==> config.mk <==
export PLATFORM = sky130hd
export DESIGN_NAME = key_counter
export DESIGN_NICKNAME = d
export VERILOG_FILES = /design/src/rtl/key_counter.sv
export SDC_FILE = /design/constraint.sdc
export NUM_CORES = 1
export LEC_CHECK = 0
export BUFFER_PORTS_ARGS = -buffer_cell sky130_fd_sc_hd__buf_2
export CORE_AREA = 2 2 101 103
export CTS_CLUSTER_DIAMETER = 80
export CTS_CLUSTER_SIZE = 30
export DETAILED_ROUTE_END_ITERATION = 10
export DIE_AREA = 0 0 103 105
export PLACE_DENSITY = 0.67
export RECOVER_POWER = 100
export SKIP_CTS_REPAIR_TIMING = 1
export SYNTH_ARGS = -nofsm -noshare
export SYNTH_HDL_FRONTEND = slang
export SYNTH_SLANG_ARGS = --single-unit
==> constraint.sdc <==
create_clock -name CLOCK_50 -period 2.1 [get_ports CLOCK_50]
set_input_delay 0.525 -clock CLOCK_50 [delete_from_list [all_inputs] [get_ports CLOCK_50]]
set_output_delay 0.525 -clock CLOCK_50 [all_outputs]
set_load 0.005 [all_outputs]
==> src/rtl/key_counter.sv <==
// key_counter: 4-bit up/down/load counter driven by three active-low pushbuttons.
// Each key is synchronized and debounced on its own; a press is a debounced 1->0 transition.
module key_counter #(
  parameter int DEBOUNCE_CYCLES = 500000
) (
  input  logic       CLOCK_50,
  input  logic       reset,
  input  logic [2:0] KEY,
  input  logic [3:0] SW,
  output logic [3:0] COUNT,
  output logic       WRAP
);

  localparam int CW = $clog2(DEBOUNCE_CYCLES);
  localparam logic [CW-1:0] CNT_LAST = CW'(DEBOUNCE_CYCLES - 1);
  localparam logic [CW-1:0] CNT_ZERO = {CW{1'b0}};
  localparam logic [CW-1:0] CNT_ONE  = {{(CW-1){1'b0}}, 1'b1};

  logic [2:0]    sync1_r;
  logic [2:0]    sync2_r;
  logic [2:0]    db_r;
  logic [2:0]    db_d_r;
  logic [CW-1:0] cnt_r [3];
  logic [2:0]    press_s;
  logic [3:0]    count_r;
  logic [3:0]    count_nxt_s;
  logic          wrap_r;
  logic          wrap_nxt_s;

  assign press_s = db_d_r & ~db_r;

  // Synchronize, debounce and delay each key; db only moves after a full stable run.
  always_ff @(posedge CLOCK_50) begin
    if (reset) begin
      sync1_r <= 3'b111;
      sync2_r <= 3'b111;
      db_r    <= 3'b111;
      db_d_r  <= 3'b111;
      for (int i = 0; i < 3; i++) begin
        cnt_r[i] <= CNT_ZERO;
      end
    end else begin
      sync1_r <= KEY;
      sync2_r <= sync1_r;
      db_d_r  <= db_r;
      for (int i = 0; i < 3; i++) begin
        if (sync2_r[i] == db_r[i]) begin
          cnt_r[i] <= CNT_ZERO;
        end else if (cnt_r[i] == CNT_LAST) begin
          db_r[i]  <= sync2_r[i];
          cnt_r[i] <= CNT_ZERO;
        end else begin
          cnt_r[i] <= cnt_r[i] + CNT_ONE;
        end
      end
    end
  end

  // Event priority: load, then simultaneous up+down cancels, then up, then down.
  always_comb begin
    count_nxt_s = count_r;
    wrap_nxt_s  = 1'b0;
    if (press_s[2]) begin
      count_nxt_s = SW;
    end else if (press_s[0] && press_s[1]) begin
      count_nxt_s = count_r;
    end else if (press_s[0]) begin
      count_nxt_s = count_r + 4'd1;
      wrap_nxt_s  = (count_r == 4'd15);
    end else if (press_s[1]) begin
      count_nxt_s = count_r - 4'd1;
      wrap_nxt_s  = (count_r == 4'd0);
    end else begin
      count_nxt_s = count_r;
    end
  end

  // Count and wrap-pulse registers.
  always_ff @(posedge CLOCK_50) begin
    if (reset) begin
      count_r <= 4'd0;
      wrap_r  <= 1'b0;
    end else begin
      count_r <= count_nxt_s;
      wrap_r  <= wrap_nxt_s;
    end
  end

  assign COUNT = count_r;
  assign WRAP  = wrap_r;

endmodule

==> results.toml <==
[layout]
mostFrequentLayoutCells = "74 x nor2_1, 57 x edfxtp_1, 57 x conb_1"
mostFrequentLayoutCell = "nor2_1"
syn2layout_area_growth_pct = 16.5
finalCoreUtilization = 0.457
nets = 445
layout-drive-gt1-share = 0.106
antennaDiodeCount = 0

[global_routing]
grt_max_degree = 18
grt_pass1_wl_um = 11000
antenna_found_initial = 0
grt_overflow = 0
grt_pass1_vias = 2518
grt_usage = 0.129

[die]
core_region_area_um2 = 9640
die_x_um = 103
rows = 36
die_area_um2 = 10800
die_h_um = 105
io_pins = 14
start_util = 0.392

[power_and_ir_drop]
p_leak_nw = 1.58
p_per_area_nw_per_um2 = 649
p_comb_frac = 0.040
power_frac_seq = 0.586
peakVddDrop_mv = 0.252
p_clk_frac = 0.374
sw_frac_of_total = 0.223
switchingPower_w = 0.000638
intPower_w = 0.00222

[setup_path]
cp_top_family = "simple AND/OR/NAND/NOR gates"
path_buf_inv = 1
worstPathMaxFanout = 17
worstSetupStartpointType = "register"
critPathKind = "reg2reg"
crit_required_ns = 2.19
crit_path_cell_trace = "or4_4 -> nor4_4 -> or2_0 -> buf_12 -> nor2_1"
arrival_ns = 2.08
end_kind = "register"
cp_slowest_cell = "or4_4"
cpPeakStageDelay_ns = 0.55

[clock_network]
worstSkewPairLatency_ns = 0.35
clk_pin_slew_worst_paths_ns = 0.08
cts.path.max_buffers = 2
cts_root_buffer = "clkbuf_8"
cts_tree = "done"
numCtsBuffers = 9
h-tree-depth = 3
cts.sinks = 74

[route]
drtAntennaViolNets = 0
wirelength_um = 6250
first_iter_violations = 109
firstDrtPassIters = 4
routedWlPerCell_um = 11.0
via_per_inst = 4.52
vias = 2566
drc = 0

[yosys]
netlist.area_leader.share = 0.453
synth_edf_count = 57
yosysWarnings = 0
syn_area_per_cell_um2 = 10.7
yosys-top-cells-area = "edfxtp_1 45%, dfxtp_1 9.0%, nor2_1 7.3%"
synth_largest_area_cell = "edfxtp_1"
syn-cell-area_um2 = 3780
synth.yosys.seq_area_share = 0.543
ys_types = 42
ys_ff_latch = 74
synthFlopType = "edfxtp_1"
syn_inst = 352
async_flop_share = 0

[timing]
finalSetupViolations = 0
fin_crit_sh = 0.946
worst_slew_pin_slew_ns = 0.616
report.final.slew_viol_count = 0
tns_ns = 0
fin_worst_skew_ns = 0.0142
hold_viol = 0
slew_headroom = 0.588
max_freq_ghz = 0.503
period_needed_ns = 1.99
rsz0062_at_grt = "no"

[hold_path]
hold_class = "in2reg"

[placed_design]
place.gp.congestion = 0.782
hpwlAfterDp_um = 4440
port_buffers = 13

[job]
maxCapViolCount = 0

[status]
run_status = "finished clean"
path summary, 6_finish.rpt:
path	start	endpoint	slack [ns]	cells after the start
hold / removal	KEY[1]	sync1_r[1]	0.36	2
setup / recovery	cnt_r[2][5]	cnt_r[2][6]	0.11	5
setup reg to reg	cnt_r[2][5]	cnt_r[2][6]	0.11	5
hold reg to reg	sync1_r[1]	sync2_r[1]	0.42	1
registers in the layout, summed over array words and instances (netlist names):
register and flops:
cnt_r 57, COUNT 4, db_d_r 3, db_r 3, sync1_r 3, sync2_r 3, WRAP 1
per-layer routing:
metal,GRT usage,part of all wire,vias up
met4,0.0733,0.025,0
met1,0.171,0.50,1200
met5,0,0,-
met2,0.194,0.45,32
met3,0.0274,0.029,11
li1,-,-,1323
synthesized netlist by cell type, drive strengths merged (6+ instances only):
library cell,number
nand2,17
buf,6
xnor2,27
dfxtp,17
xor2,29
edfxtp,57
and3,10
or2,12
nor3,7
nor2b,6
nor2,74
nand3,22
nand4,11
power groups by stage:
stage               Clock [W]  Sequential, W  Combinational [W]
floorplan                   0        0.00170          0.0000938
global placement            0        0.00171           0.000113
detailed placement          0        0.00171           0.000114
CTS                   0.00111        0.00168           0.000115
global route          0.00117        0.00169           0.000136
finish                0.00107        0.00168           0.000116
cell families (layout without fill, tap and decap cells):
| family | Yosys count | count (layout) | share of synthesized area |
|---|---|---|---|
| other cells | 1 | 57 | 0.000991 |
| flops | 74 | 74 | 0.543 |
| xor+xnor | 56 | 56 | 0.130 |
| compound gates | 10 | 10 | 0.0189 |
| buf+inv | 15 | 42 | 0.0232 |
| fa+ha+maj | 6 | 6 | 0.0218 |
| simple gates | 185 | 185 | 0.249 |
| mux | 5 | 5 | 0.0139 |
through the flow:
stage / hold slack, ns / instances / total power [W] / setup WS [ns] / cell area, um^2
2_1_floorplan: 0.389 / 408 / 0.00179 / 0.192 / 3990
6_report: 0.355 / 568 / 0.00286 / 0.113 / 4410
3_5_place_dp: 0.399 / 552 / 0.00182 / 0.112 / 4230
5_1_grt: 0.360 / 568 / 0.00299 / 0.0278 / 4410
3_3_place_gp: 0.393 / 552 / 0.00182 / 0.208 / 4230
4_1_cts: 0.337 / 568 / 0.00290 / 0.0745 / 4410
cell type report:
cell class                      count  area, um^2
Fill cell                         932        5230
Sequential cell                    74        2050
Multi-Input combinational cell    319        1860
Tap cell                          133         166
Clock buffer                       11         131
Timing Repair Buffer               21         125
Clock inverter                      5        55.1
Inverter                            5        18.8
Note: power is estimated with default switching activity, not from simulation.
